## config.mk

```make
export PLATFORM = sky130hd
export DESIGN_NAME = sequence_stream_source
export DESIGN_NICKNAME = d
export VERILOG_FILES = /design/src/rtl/seq_stream_pkg.sv /design/src/rtl/word_hold_buffer.sv /design/src/rtl/sequence_stream_source.sv
export SDC_FILE = /design/constraint.sdc
export NUM_CORES = 1
export LEC_CHECK = 0
export BUFFER_PORTS_ARGS = -buffer_cell sky130_fd_sc_hd__buf_2
export CAP_MARGIN = 20
export CORE_ASPECT_RATIO = 1.75
export CORE_MARGIN = 2
export CORE_UTILIZATION = 45
export DETAILED_ROUTE_END_ITERATION = 8
export PLACE_DENSITY = 0.72
export SLEW_MARGIN = 20
export SYNTH_ARGS = -nofsm -noshare
export SYNTH_HDL_FRONTEND = slang
export SYNTH_SLANG_ARGS = --single-unit
```

## constraint.sdc

```tcl
create_clock -name clk -period 4.03 [get_ports clk]
set_input_delay 0.403 -clock clk [delete_from_list [all_inputs] [get_ports clk]]
set_output_delay 0.403 -clock clk [all_outputs]
set_load 0.01 [all_outputs]
```

## src/rtl/seq_stream_pkg.sv

```systemverilog
// seq_stream_pkg: shared state type, default word width and index-width helper
package seq_stream_pkg;
  typedef enum logic {IDLE, SHIFT} state_e;
  localparam int DEFAULT_WIDTH = 32;
  function automatic int idx_width(input int width);
    return (width < 2) ? 1 : $clog2(width);
  endfunction
endpackage

```

## src/rtl/word_hold_buffer.sv

```systemverilog
// word_hold_buffer: single-entry word register with full flag
//   clk, reset        : clock, asynchronous active-high reset
//   wr_i / data_i     : write strobe and word to store
//   rd_i              : read strobe, frees the entry
//   full_o / data_o   : entry occupied, stored word
// A same-edge read and write leaves the entry full with the new word.
module word_hold_buffer
  import seq_stream_pkg::*;
#(
  parameter int WIDTH = DEFAULT_WIDTH
) (
  input  logic             clk,
  input  logic             reset,
  input  logic             wr_i,
  input  logic [WIDTH-1:0] data_i,
  input  logic             rd_i,
  output logic             full_o,
  output logic [WIDTH-1:0] data_o
);
  logic             full_q, full_d;
  logic [WIDTH-1:0] data_q, data_d;
  always_comb begin
    full_d = wr_i ? 1'b1 : (rd_i ? 1'b0 : full_q);
    data_d = wr_i ? data_i : data_q;
  end
  always_ff @(posedge clk or posedge reset) begin
    if (reset) begin
      full_q <= 1'b0;
      data_q <= '0;
    end else begin
      full_q <= full_d;
      data_q <= data_d;
    end
  end
  assign full_o = full_q;
  assign data_o = data_q;
endmodule

```

## src/rtl/sequence_stream_source.sv

```systemverilog
// sequence_stream_source: serialises parallel words onto a gapless bit stream
//   clk, reset                         : clock, asynchronous active-high reset
//   load_valid/load_data/load_ready    : parallel word input handshake
//   bit_ready/bit_out/bit_valid/last   : serial bit output handshake, last marks final bit
//   busy                               : word in shifter or holding buffer
module sequence_stream_source
  import seq_stream_pkg::*;
#(
  parameter int WIDTH     = DEFAULT_WIDTH,
  parameter int MSB_FIRST = 1
) (
  input  logic             clk,
  input  logic             reset,
  input  logic             load_valid,
  input  logic [WIDTH-1:0] load_data,
  output logic             load_ready,
  input  logic             bit_ready,
  output logic             bit_out,
  output logic             bit_valid,
  output logic             last,
  output logic             busy
);
  localparam int IW = idx_width(WIDTH);
  localparam logic [IW-1:0] LAST_IDX = IW'(WIDTH - 1);
  state_e           state_q, state_d;
  logic [WIDTH-1:0] sr_q, sr_d, buf_data;
  logic [IW-1:0]    idx_q, idx_d;
  logic             buf_full, load_xfer, bit_xfer, end_word, buf_wr, buf_rd;
  assign load_ready = !buf_full;
  assign bit_valid  = (state_q == SHIFT);
  assign bit_out    = (MSB_FIRST != 0) ? sr_q[WIDTH-1] : sr_q[0];
  assign last       = bit_valid && (idx_q == LAST_IDX);
  assign busy       = bit_valid || buf_full;
  assign load_xfer  = load_valid && load_ready;
  assign bit_xfer   = bit_valid && bit_ready;
  assign end_word   = bit_xfer && (idx_q == LAST_IDX);
  // With an empty buffer, a load arriving on the end-of-word edge bypasses it
  assign buf_wr     = load_xfer && bit_valid && !(end_word && !buf_full);
  assign buf_rd     = end_word && buf_full;
  always_comb begin
    state_d = state_q;
    sr_d    = sr_q;
    idx_d   = idx_q;
    if (state_q == IDLE) begin
      if (load_xfer) begin
        sr_d    = load_data;
        idx_d   = '0;
        state_d = SHIFT;
      end
    end else if (bit_xfer) begin
      if (idx_q != LAST_IDX) begin
        sr_d  = (MSB_FIRST != 0) ? {sr_q[WIDTH-2:0], 1'b0} : {1'b0, sr_q[WIDTH-1:1]};
        idx_d = idx_q + 1'b1;
      end else if (buf_full) begin
        sr_d  = buf_data;
        idx_d = '0;
      end else if (load_xfer) begin
        sr_d  = load_data;
        idx_d = '0;
      end else begin
        state_d = IDLE;
      end
    end
  end
  word_hold_buffer #(.WIDTH(WIDTH)) u_buf (
    .clk    (clk),
    .reset  (reset),
    .wr_i   (buf_wr),
    .data_i (load_data),
    .rd_i   (buf_rd),
    .full_o (buf_full),
    .data_o (buf_data)
  );
  always_ff @(posedge clk or posedge reset) begin
    if (reset) begin
      state_q <= IDLE;
      sr_q    <= '0;
      idx_q   <= '0;
    end else begin
      state_q <= state_d;
      sr_q    <= sr_d;
      idx_q   <= idx_d;
    end
  end
endmodule

```

# Word level (Yosys, flattened, before mapping)
# Index checks and enable logic that the tools add are counted.
[word_totals]
reg_bits = 71
input_bits = 36
out_inout_bits = 5
[classes]
addsub = 1
n_reduce_logical = 12
muxes = 17
eq_ne = 3
[ops]
columns = ["cell", "count"]
rows = [
  ["2-to-1 mux 32 bit", 5],
  ["2-to-1 mux 5 bit", 5],
  ["logical AND 1 bit", 8],
  ["2-to-1 mux 1 bit", 7],
  ["adder 5 x 1 -> 5 bit (second input constant)", 1],
  ["equality test 5 bit (second input constant)", 1],
  ["!= test 5 bit (second input constant)", 1],
  ["logical NOT 1 bit", 2],
  ["!= test 2 x 1 -> 1 bit (second input constant)", 1],
  ["nonzero test 2 bit", 1],
  ["logical OR 1 bit", 1],
]

# Longest topological paths before layout
# Gate-level depths: netlist (run 1).
[depth]
depth_word = 7
ltp_mapped = 8
depth_no_buf = 6

# Hierarchy
# Synthesis (run 1) repeated with hierarchy kept, for this count alone.
[hier_totals]
cells_unflattened = 312
hier_area_um2 = 3696.0
[modules_own_cells]
columns = ["module", "instances", "cells_each", "seq_area_each_um2", "area_each_um2"]
rows = [
  ["sequence_stream_source", 1, 240, 950.9, 2314.7],
  ["word_hold_buffer", 1, 72, 825.8, 1381.3],
]

# Worst setup path after synthesis (run 1)
# No wires, ideal clock.
[synth_path]
path_kind = "reg2reg"
from = "register idx_q[0]"
to = "register u_buf.data_q[20], in the netlist u_buf.data_o[20]"
path_stages_with_launch = 7
t_required_ns = 3.905
arrival_ns = 1.865
period_less_slack_ns = 1.990
n_path_buf = 1
setup_slack_ns = 2.040
path_cell_list = "dfrtp_1 ha_1 and3_1 ha_1 a211oi_4 buf_6 mux2_2"
[synth_via]
elab_chain_len = 5
[synth_lines]
columns = ["element", "line_no", "rtl"]
rows = [
  ["start, declared", "sequence_stream_source.sv:27", "logic [IW-1:0] idx_q, idx_d;"],
  ["start signal, assigned", "sequence_stream_source.sv:82", "idx_q <= idx_d;"],
  ["equality test 5 bit", "sequence_stream_source.sv:36", "assign end_word = bit_xfer && (idx_q == LAST_IDX);"],
  ["logical AND 1 bit", "sequence_stream_source.sv:36", ""],
  ["logical AND 1 bit", "sequence_stream_source.sv:38", "assign buf_wr = load_xfer && bit_valid && !(end_word && !buf_full);"],
  ["logical NOT 1 bit", "sequence_stream_source.sv:38", ""],
  ["logical AND 1 bit", "sequence_stream_source.sv:38", ""],
  ["end signal, assigned", "word_hold_buffer.sv:32", "data_q <= data_d;"],
  ["end, declared", "word_hold_buffer.sv:21", "logic [WIDTH-1:0] data_q, data_d;"],
]
# No other way between the ends.
# A chain may end at the register's enable or synchronous reset.

# Worst setup path after layout (run 1)
[layout_path]
from = "register idx_q[0]"
to = "output last"
[layout_via]
elab_chain_len = 2
[layout_lines]
columns = ["element", "line_no", "rtl"]
rows = [
  ["equality test 5 bit", "sequence_stream_source.sv:32", "assign last = bit_valid && (idx_q == LAST_IDX);"],
  ["logical AND 1 bit", "sequence_stream_source.sv:32", ""],
  ["end, declared", "sequence_stream_source.sv:20", "output logic last,"],
]
# No other way between the ends.

==> out/results.ini, run 1 <==
[synth]
synth_area_um2 = 4460
synthFlopType = dfrtp_1
yosys_warnings = 0
synth_edf_count = 0
synth_cells = 435
synth_nets = 474
synth_cell_types = 41
synth_seq_cells = 71
yosysSeqAreaShare_pct = 39.9
syn_area_per_cell_um2 = 10.2
async_reset_ff_share_pct = 100

[critical_path]
critPathBufInv = 2
crit_required_ps = 3630
critPathLaunchType = flip-flop
crit_family = buffers and inverters
worst-path-max-fanout = 66
crit_chain = ha_1 > and3_1 > ha_2 > buf_4 > and2_1 > buf_2
r2r_cells = 6
cp-end-kind = primary output
slowest_stage = buf_4
worstSetupPathType = reg -> out
crit_path_max_incr_delay_ps = 510
crit_arrival_ps = 2190
crit_cells = 6

[sta]
final_max_slew_viol_count = 0
rsz0062_at_grt = false
holdWs_ps = 224
fin_skew_ps = 7.26
min_period_ps = 2590
slew_headroom_pct = 45.9
tightest_slew_ps = 811
fmax_ghz = 0.386
fin_crit_sh_pct = 64.3
timing.final.ws_setup_ps = 1440
hold_viol_final = 0
setup_violations = 0
setup_tns_ps = 0

[routing]
wl_per_cell_um = 19.2
drtIter0Drc = 301
drc_errors = 0
detail-route-antenna-nets = 0
dr.pass1.iters = 5
wirelength_um = 11100
via_count = 3599
vias_per_cell = 6.22

[clock_tree]
numClockSinks = 71
clk_pin_slew_ps = 60
htree_levels = 3
cts_tree = yes
postCtsSetupRepairBufs = 0
cts_hold_buf = 0
numCtsBuffers = 9
cts_resized = 0
insertion_delay_ps = 340
cts-root-buf = clkbuf_16
clock_path_buffers = 2

[placed_design]
placed_area_um2 = 4650
dp_slack_ps = 1540
hpwl_um = 6650
port_buffers = 40
place_congestion = 0.728

[floorplan]
dieWidth_um = 79.2
die_h_um = 136
die_area_um2 = 10800
rows = 48
initial_core_util_pct = 45.8
ios = 41
coreArea_um2 = 9730

[final_layout]
final_core_util_pct = 50.5
final_cell_mix = dfrtp_1, mux2_2, o21ai_0
regArea_um2 = 1780
syn_to_final_growth_pct = 10.2
layout_commonest_cell = dfrtp_1
antennaDiodeCount = 0
drive_gt1_share_pct = 31.1
multi_input_area_um2 = 2430
num-fill-cells = 918
final_nets = 488
final_cell_area_um2 = 4910

[global_route]
gr-total-overflow = 0
antenna_found_initial = 0
grt_pass1_vias = 3734
grt_max_degree = 67
globalRouteTotalUtil_pct = 21.7
grt_pass1_wl_um = 18500

[power_and_ir_drop]
ir_drop_mv = 0.253
leakage_uw = 0.00213
power.density_nw_per_um2 = 364

[worst_hold_path]
hold_path_class = in -> async

[run_status]
status = complete, no violations

[job]
maxCapViolCount = 0

## registers in the layout, summed over array words and instances, names as in the netlist
register and flops:
sr_q 32, u_buf.data_o 32, idx_q 5, u_buf.full_o 1, bit_valid 1
## metrics by stage
step | power [µW] | cells
final | 1790 | 579
after global routing | 1860 | 579
after CTS | 1800 | 579
after detailed placement | 1070 | 563
after global placement | 1050 | 563
after floorplan | 991 | 435
## per-layer routing
layer / global-route usage, % / part of all wire [%]
met2: 37.0 / 53
met1: 26.8 / 42
met3: 3.20 / 2.7
met4: 9.87 / 2.5
met5: 0 / 0
## power breakdown
part / internal (µW) / leakage, µW / total [µW] / switching [µW]
clock: 434 / 0.000128 / 727 / 293
sequential: 769 / 0.000908 / 824 / 55.2
combinational: 112 / 0.00109 / 236 / 124
## path summary, 6_finish.rpt
check	start	end	slack (ps)
setup reg to reg	idx_q[0]	u_buf.data_o[16]	1520
max in group asynchronous	reset	bit_valid	2750
hold / removal	reset	u_buf.data_o[23]	220
hold reg to reg	u_buf.data_o[24]	u_buf.data_o[24]	490
setup / recovery	idx_q[0]	last	1440
min in group clk	load_data[26]	sr_q[26]	310
## cell families (layout without fill, tap and decap cells)
logic type | Yosys count | count (layout) | share of synthesized area (%)
AO/OA/AOI/OAI | 159 | 159 | 23.2
adder cells (fa/ha/maj) | 3 | 3 | 0.842
buffers and inverters | 53 | 72 | 5.75
flip-flops | 71 | 71 | 39.9
multiplexers | 64 | 64 | 16.2
AND/OR/NAND/NOR | 85 | 85 | 14.2
## cell usage after synthesis, types with 3 or more instances
master     n  area, µm²
a211oi_1  24        180
a21boi_0  26        195
a22o_1     3       26.3
and3b_1   18        158
and3b_2    8       80.1
buf_1      4       15.0
buf_2     13       65.1
buf_6      5       56.3
clkbuf_1  20       75.1
dfrtp_1   71       1780
ha_1       3       37.5
inv_1     10       37.5
mux2_2    63        709
nand2_1    8       30.0
nand2b_1   5       31.3
nand3_1    3       15.0
nand3b_1  31        233
o21ai_0   62        310
o221ai_1   6       52.6
o22ai_1   27        169
## final cells by class
type                       instances  area share (%)
multi-input combinational        311            49.5
timing repair buffer              46            4.99
tap                              125            3.18
sequential                        71            36.2
clock inverter                     1           0.102
clock buffer                      15            5.24
inverter                          10           0.764
Note: power is estimated with default switching activity, not from simulation.
==> run 2, diff against run 1 <==
--- a/config.mk
+++ b/config.mk
@@ -5,13 +5,14 @@
 export SDC_FILE = /design/constraint.sdc
 export NUM_CORES = 1
 export LEC_CHECK = 0
+export ABC_AREA = 1
 export BUFFER_PORTS_ARGS = -buffer_cell sky130_fd_sc_hd__buf_2
 export CAP_MARGIN = 20
 export CORE_ASPECT_RATIO = 1.75
 export CORE_MARGIN = 2
 export CORE_UTILIZATION = 45
 export DETAILED_ROUTE_END_ITERATION = 8
-export PLACE_DENSITY = 0.72
+export PLACE_DENSITY = 0.74
 export SLEW_MARGIN = 20
 export SYNTH_ARGS = -nofsm -noshare
 export SYNTH_HDL_FRONTEND = slang
==> constraint.sdc (replaced) <==
create_clock -name clk -period 2.2 [get_ports clk]
set_input_delay 0.22 -clock clk [delete_from_list [all_inputs] [get_ports clk]]
set_output_delay 0.22 -clock clk [all_outputs]
set_load 0.01 [all_outputs]
==> run 2 against run 1 <==
  * Critical path type unchanged
  * Largest cell class unchanged
  * Hold slack lost 74 ps
  * Synthesized cell count is 64% higher
  * Worst setup slack got worse by 1200 ps
  * Register-to-register slack lost 1200 ps
  * Critical path depth down 2
  * Core utilization increased by 0.96 points
  * First-iteration DRC count is 51% higher
  * Sequential share of layout area down 2.7 points
  * Final cell count up 49%
  * Critical endpoint is now busy
  * Via count is 31% higher
==> out/results.ini, run 2 <==
[run_status]
status = complete, no violations

[critical_path]
cp-end-kind = primary output
worstSetupPathType = reg -> out
crit_required_ps = 1980  ; -1650 ps
critPathLaunchType = flip-flop
reg2reg_from = idx_q[0]
startpoint = bit_valid
crit_arrival_ps = 1740  ; -450 ps
worst-path-max-fanout = 19  ; -71%
r2r_cells = 9  ; +3

[routing]
detail-route-antenna-nets = 0  ; unchanged
via_count = 4698  ; +31%
dr.pass1.iters = 4  ; -1
vias_per_cell = 5.44  ; -13%
drtIter0Drc = 456  ; +51%
wl_per_cell_um = 14.3  ; -26%
wirelength_um = 12300  ; +11%
drc_errors = 0  ; unchanged

[sta]
rsz0062_at_grt = false
setup_violations = 0  ; unchanged
min_period_ps = 1960
fmax_ghz = 0.509
holdWs_ps = 150  ; -73.8 ps
setup_tns_ps = 0  ; unchanged
tightest_slew_ps = 660  ; -152 ps
final_max_slew_viol_count = 0  ; unchanged
hold_viol_final = 0  ; unchanged
fin_crit_sh_pct = 89.2
slew_headroom_pct = 55.9  ; +10 points
fin_skew_ps = 6.76  ; -0.498 ps

[final_layout]
num-fill-cells = 1003  ; +9.3%
regArea_um2 = 1780  ; -0.14%
final_nets = 771  ; +58%
final_cell_mix = nand2_1, a21oi_1, nand3_1
final_core_util_pct = 51.5  ; +0.96 points
syn_to_final_growth_pct = 11.6
layout_commonest_cell = nand2_1
multi_input_area_um2 = 2420  ; -0.67%
antennaDiodeCount = 0  ; unchanged
drive_gt1_share_pct = 13.7  ; -17 points

[floorplan]
dieWidth_um = 81.7  ; +3.0%
coreArea_um2 = 10300  ; +5.9%
initial_core_util_pct = 46.1  ; +0.28 points
die_area_um2 = 11400  ; +6.2%
rows = 49  ; +2.1%
ios = 41  ; unchanged
die_h_um = 140  ; +3.1%

[power_and_ir_drop]
power_uw = 4030  ; +130%
power.density_nw_per_um2 = 760  ; +110%
leakage_uw = 0.00276  ; +29%
ir_drop_mv = 0.428  ; +69%

[clock_tree]
postCtsSetupRepairBufs = 0  ; unchanged
clk_pin_slew_ps = 60  ; about the same
htree_levels = 3  ; unchanged
clock_path_buffers = 2  ; unchanged
cts_resized = 0  ; unchanged
numCtsBuffers = 9  ; unchanged
cts_tree = yes
insertion_delay_ps = 340  ; about the same
numClockSinks = 71  ; unchanged
cts-root-buf = clkbuf_16

[synth]
syn_area_per_cell_um2 = 6.64  ; -35%
synthMostInstantiatedCell = nand2_1
synth_nets = 754  ; +59%
synth_edf_count = 0  ; unchanged
async_reset_ff_share_pct = 100  ; unchanged
synth_area_um2 = 4750  ; +6.5%
synth_seq_cells = 71  ; unchanged
synthFlopType = dfrtp_1
yosysSeqAreaShare_pct = 37.4  ; -2.4 points
yosysTopAreaCellShare_pct = 37.4  ; -2.4 points
synth_area_leaders = dfrtp_1, nand2_1, a21oi_1
synth_cell_types = 24  ; -41%
synth_cells = 715  ; +64%
synthTopCellsByCount = nand2_1, a21oi_1, nand3_1
yosys_warnings = 0  ; unchanged
yosys.area.top_type = dfrtp_1

[global_route]
grt_pass1_wl_um = 21100  ; +14%
grt_max_degree = 96  ; +43%
antenna_found_initial = 0  ; unchanged
grt_pass1_vias = 4630  ; +24%
gr-total-overflow = 0  ; unchanged
globalRouteTotalUtil_pct = 23.3  ; +1.6 points

[job]
maxCapViolCount = 0  ; unchanged

[placed_design]
place_congestion = 0.809  ; +11%
hpwl_um = 7800  ; +17%
port_buffers = 40  ; unchanged

[worst_hold_path]
holdPathStages = 3
hold_path_class = in -> reg
hold_start = load_data[25]

-- run 2: stage by stage --
step           cell area, µm²  std cells  worst slack, ps
3_3_place_gp             5010        847              462
2_1_floorplan            4750        715              183
3_5_place_dp             5010        847              367
4_1_cts                  5300        864              221
6_report                 5300        864              237
5_1_grt                  5300        864             93.3
-- run 2: cells by family (layout without fill, tap and decap cells) --
| kind of cell | Yosys count | after routing | share of synthesized area [%] |
|---|---|---|---|
| flops | 71 | 71 | 37.4 |
| buf+inv | 122 | 144 | 11.7 |
| simple gates | 388 | 388 | 36.3 |
| fa+ha+maj | 3 | 3 | 0.791 |
| compound gates | 131 | 131 | 13.8 |
-- run 2: worst paths after layout --
kind / end / slack (ps)
max: busy / 240
min: u_buf.data_o[25] / 150
max reg2reg: u_buf.data_o[15] / 310
min reg2reg: u_buf.data_o[11] / 490
max in group asynchronous: sr_q[15] / 1090
min in group asynchronous: u_buf.data_o[4] / 520
-- run 2: routing by layer --
layer  up-vias  global-route usage [%]  share of wire (%)
met4         0                    11.6                2.9
met1      2212                    28.2                 40
met5         -                       0                  0
li1       2319                       -                  -
met3        29                    4.12                4.5
met2       138                    39.0                 53
-- run 2: layout make-up --
type | count | area share, %
Multi-Input combinational cell | 522 | 45.6
Sequential cell | 71 | 33.5
Timing Repair Buffer | 55 | 7.36
Inverter | 73 | 5.31
Clock buffer | 12 | 4.84
Tap cell | 127 | 3.00
Clock inverter | 4 | 0.378
-- run 2: repair_timing --
action,in CTS,in global routing
endpoints found under the setup margin,0,0
endpoints found under the hold margin,21,0
hold buffers,1,0
-- run 2: worst max-delay path, cell delays in order (launching register included) --
cell and delay (ps):
dfrtp_1 530, inv_4 260, buf_4 310, nand2_1 110, buf_2 170
-- run 2: report_power, final --
part / leakage [µW] / switching [µW] / internal [µW]
clock network: 0.000142 / 548 / 816
registers: 0.000911 / 177 / 1590
logic: 0.00170 / 549 / 349
total: 0.00276 / 1270 / 2760
==> run 3, diff against run 2 <==
--- a/config.mk
+++ b/config.mk
@@ -9,7 +9,7 @@
 export BUFFER_PORTS_ARGS = -buffer_cell sky130_fd_sc_hd__buf_2
 export CAP_MARGIN = 20
 export CORE_ASPECT_RATIO = 1.75
-export CORE_MARGIN = 2
+export CORE_MARGIN = 5
 export CORE_UTILIZATION = 45
 export DETAILED_ROUTE_END_ITERATION = 8
 export PLACE_DENSITY = 0.74
==> run 3 against run 2 <==
  * Non-clock buffer count stayed put
  * Power is 2.0% higher
  * First-iteration DRC count is 22% lower
  * Design area is 0.42% lower
  * Routed wire length is 1.6% lower
  * Worst setup slack better by 48 ps
  * Clock skew is 1.9 ps lower
  * Die area is 12% higher
  * Register-to-register slack better by 30 ps
  * Clock-buffer cell count stayed put
  * Sequential cell count stayed put
  * Core utilization is 0.22 points lower
==> out/results.ini, run 3 (synthesis gave the netlist of run 2 again) <==
[final_layout]
antennaDiodeCount = 0  ; unchanged
drive_gt1_share_pct = 13.6  ; -0.14 points
final_cell_area_um2 = 5280  ; -0.42%
layout_commonest_cell = nand2_1
final_nets = 771  ; unchanged
syn_to_final_growth_pct = 11.2
final_cell_mix = nand2_1, a21oi_1, nand3_1

[critical_path]
worst-path-max-fanout = 6  ; -13
cp-end-kind = primary output
crit_arrival_ps = 1700  ; -40 ps
crit_required_ps = 1980  ; about the same
worstSetupPathType = reg -> out
critPathLaunchType = flip-flop

[routing]
met2_length_um = 6360  ; -2.1%
wl_met1_um = 4880  ; -0.45%
met3_length_um = 557  ; -0.36%
drc_errors = 0  ; unchanged
via_count = 4614  ; -1.8%
drtIter0Drc = 357  ; -22%
detail-route-antenna-nets = 0  ; unchanged
wl_per_cell_um = 14.0  ; -1.6%
wirelength_um = 12100  ; -1.6%
vias_per_cell = 5.34  ; -1.8%
dr.pass1.iters = 5  ; +1
routed.top_layer = met4

[sta]
hold_viol_final = 0  ; unchanged
setup_violations = 0  ; unchanged
tightest_slew_ps = 585  ; -74.5 ps
min_period_ps = 1920  ; -48.2 ps
rsz0062_at_grt = false
setup_tns_ps = 0  ; unchanged
fin_crit_sh_pct = 87.0  ; -2.2 points
final_max_slew_viol_count = 0  ; unchanged
timing.final.ws_setup_ps = 285  ; +48.2 ps
fmax_ghz = 0.522  ; +2.5%
fin_skew_ps = 4.87  ; -1.89 ps
slew_headroom_pct = 61.0  ; +5.0 points

[global_route]
grt_max_degree = 78  ; -19%
antenna_found_initial = 0  ; unchanged
globalRouteTotalUtil_pct = 19.7  ; -3.6 points
gr-total-overflow = 0  ; unchanged
grt_pass1_vias = 4523  ; -2.3%
grt_pass1_wl_um = 20500  ; -2.9%

[run_status]
status = complete, no violations

[clock_tree]
insertion_delay_ps = 340  ; about the same
cts_resized = 0  ; unchanged
cts_tree = yes
numCtsBuffers = 9  ; unchanged
postCtsSetupRepairBufs = 0  ; unchanged
htree_levels = 3  ; unchanged
clk_pin_slew_ps = 60  ; about the same
numClockSinks = 71  ; unchanged
cts-root-buf = clkbuf_16
clock_path_buffers = 2  ; unchanged

[floorplan]
die_area_um2 = 12800  ; +12%
initial_core_util_pct = 46.1  ; unchanged
coreArea_um2 = 10300  ; unchanged
ios = 41  ; unchanged
dieWidth_um = 87.7  ; +7.3%
rows = 49  ; unchanged
die_h_um = 146  ; +4.3%

[placed_design]
dp_slack_ps = 341  ; -25.8 ps
port_buffers = 40  ; unchanged
placed_area_um2 = 4980  ; -0.75%
hpwl_um = 7700  ; -1.3%
place_congestion = 0.815  ; +0.64%

[power_and_ir_drop]
ir_drop_mv = 0.427  ; -0.11%
power.density_nw_per_um2 = 778  ; +2.4%
p_int_uw = 2840  ; +3.0%
swShare_pct = 31.0  ; -0.67 points
leakage_uw = 0.00275  ; -0.33%
seqPwrFrac_pct = 43.0  ; -0.8 points
pwr-share-clk_pct = 35.5  ; +1.6 points
power_frac_comb_pct = 21.6  ; -0.7 points
power_uw = 4110  ; +2.0%
switchingPower_uw = 1270  ; -0.20%

[worst_hold_path]
hold_path_class = in -> reg

[job]
maxCapViolCount = 0  ; unchanged

==> run 3: area by class of cell <==
cell class | count | area [µm²]
fillers | 1051 | 5020
multi-input cells | 522 | 2420
flip-flops and latches | 71 | 1780
repair buffers | 55 | 353
inverters | 73 | 282
clock buffers | 12 | 246
well taps | 127 | 159
clock inverters | 4 | 45.0
==> run 3: worst max-delay path, stage by stage (launching register included) <==
cell	delay (ps)
dfrtp_1	420
ha_1	200
nand2_1	70
nor2_1	130
ha_1	230
nand2_1	100
inv_1	80
buf_2	120
==> run 3: layer usage <==
metal	GRT usage, %	vias up
met1	22.9	2151
met4	9.06	0
met5	0	-
met3	3.68	25
li1	-	2314
met2	34.1	124
==> run 3: final timing paths <==
check                      cells past startpoint  slack [ps]                to             from
max                                            7         280              last         idx_q[0]
min                                            3         160  u_buf.data_o[26]    load_data[26]
max reg2reg                                    9         340  u_buf.data_o[19]         idx_q[0]
min reg2reg                                    2         490   u_buf.data_o[2]  u_buf.data_o[2]
max in group asynchronous                      4        1210  u_buf.data_o[29]            reset
min in group asynchronous                      4         500          sr_q[12]            reset
==> run 3: per-stage QoR <==
step	std cells	utilization [%]	hold WS [ps]
after floorplan	715	-	370
after global placement	847	48.3	317
after detailed placement	847	48.3	320
after CTS	864	51.3	159
after global routing	864	51.3	175
final	864	51.3	164
==> run 3: power groups by stage <==
stage / Sequential [µW] / Combinational [µW] / Clock, µW
finish: 1770 / 886 / 1460
global route: 1800 / 1040 / 1550
CTS: 1760 / 896 / 1480
detailed placement: 1780 / 888 / 0
global placement: 1760 / 849 / 0
floorplan: 1740 / 692 / 0
==> run 3: what timing repair did <==
item / in CTS / in global routing
endpoints found under the hold margin: 27 / 0
setup endpoints to repair: 0 / 0
hold buffers: 1 / 0
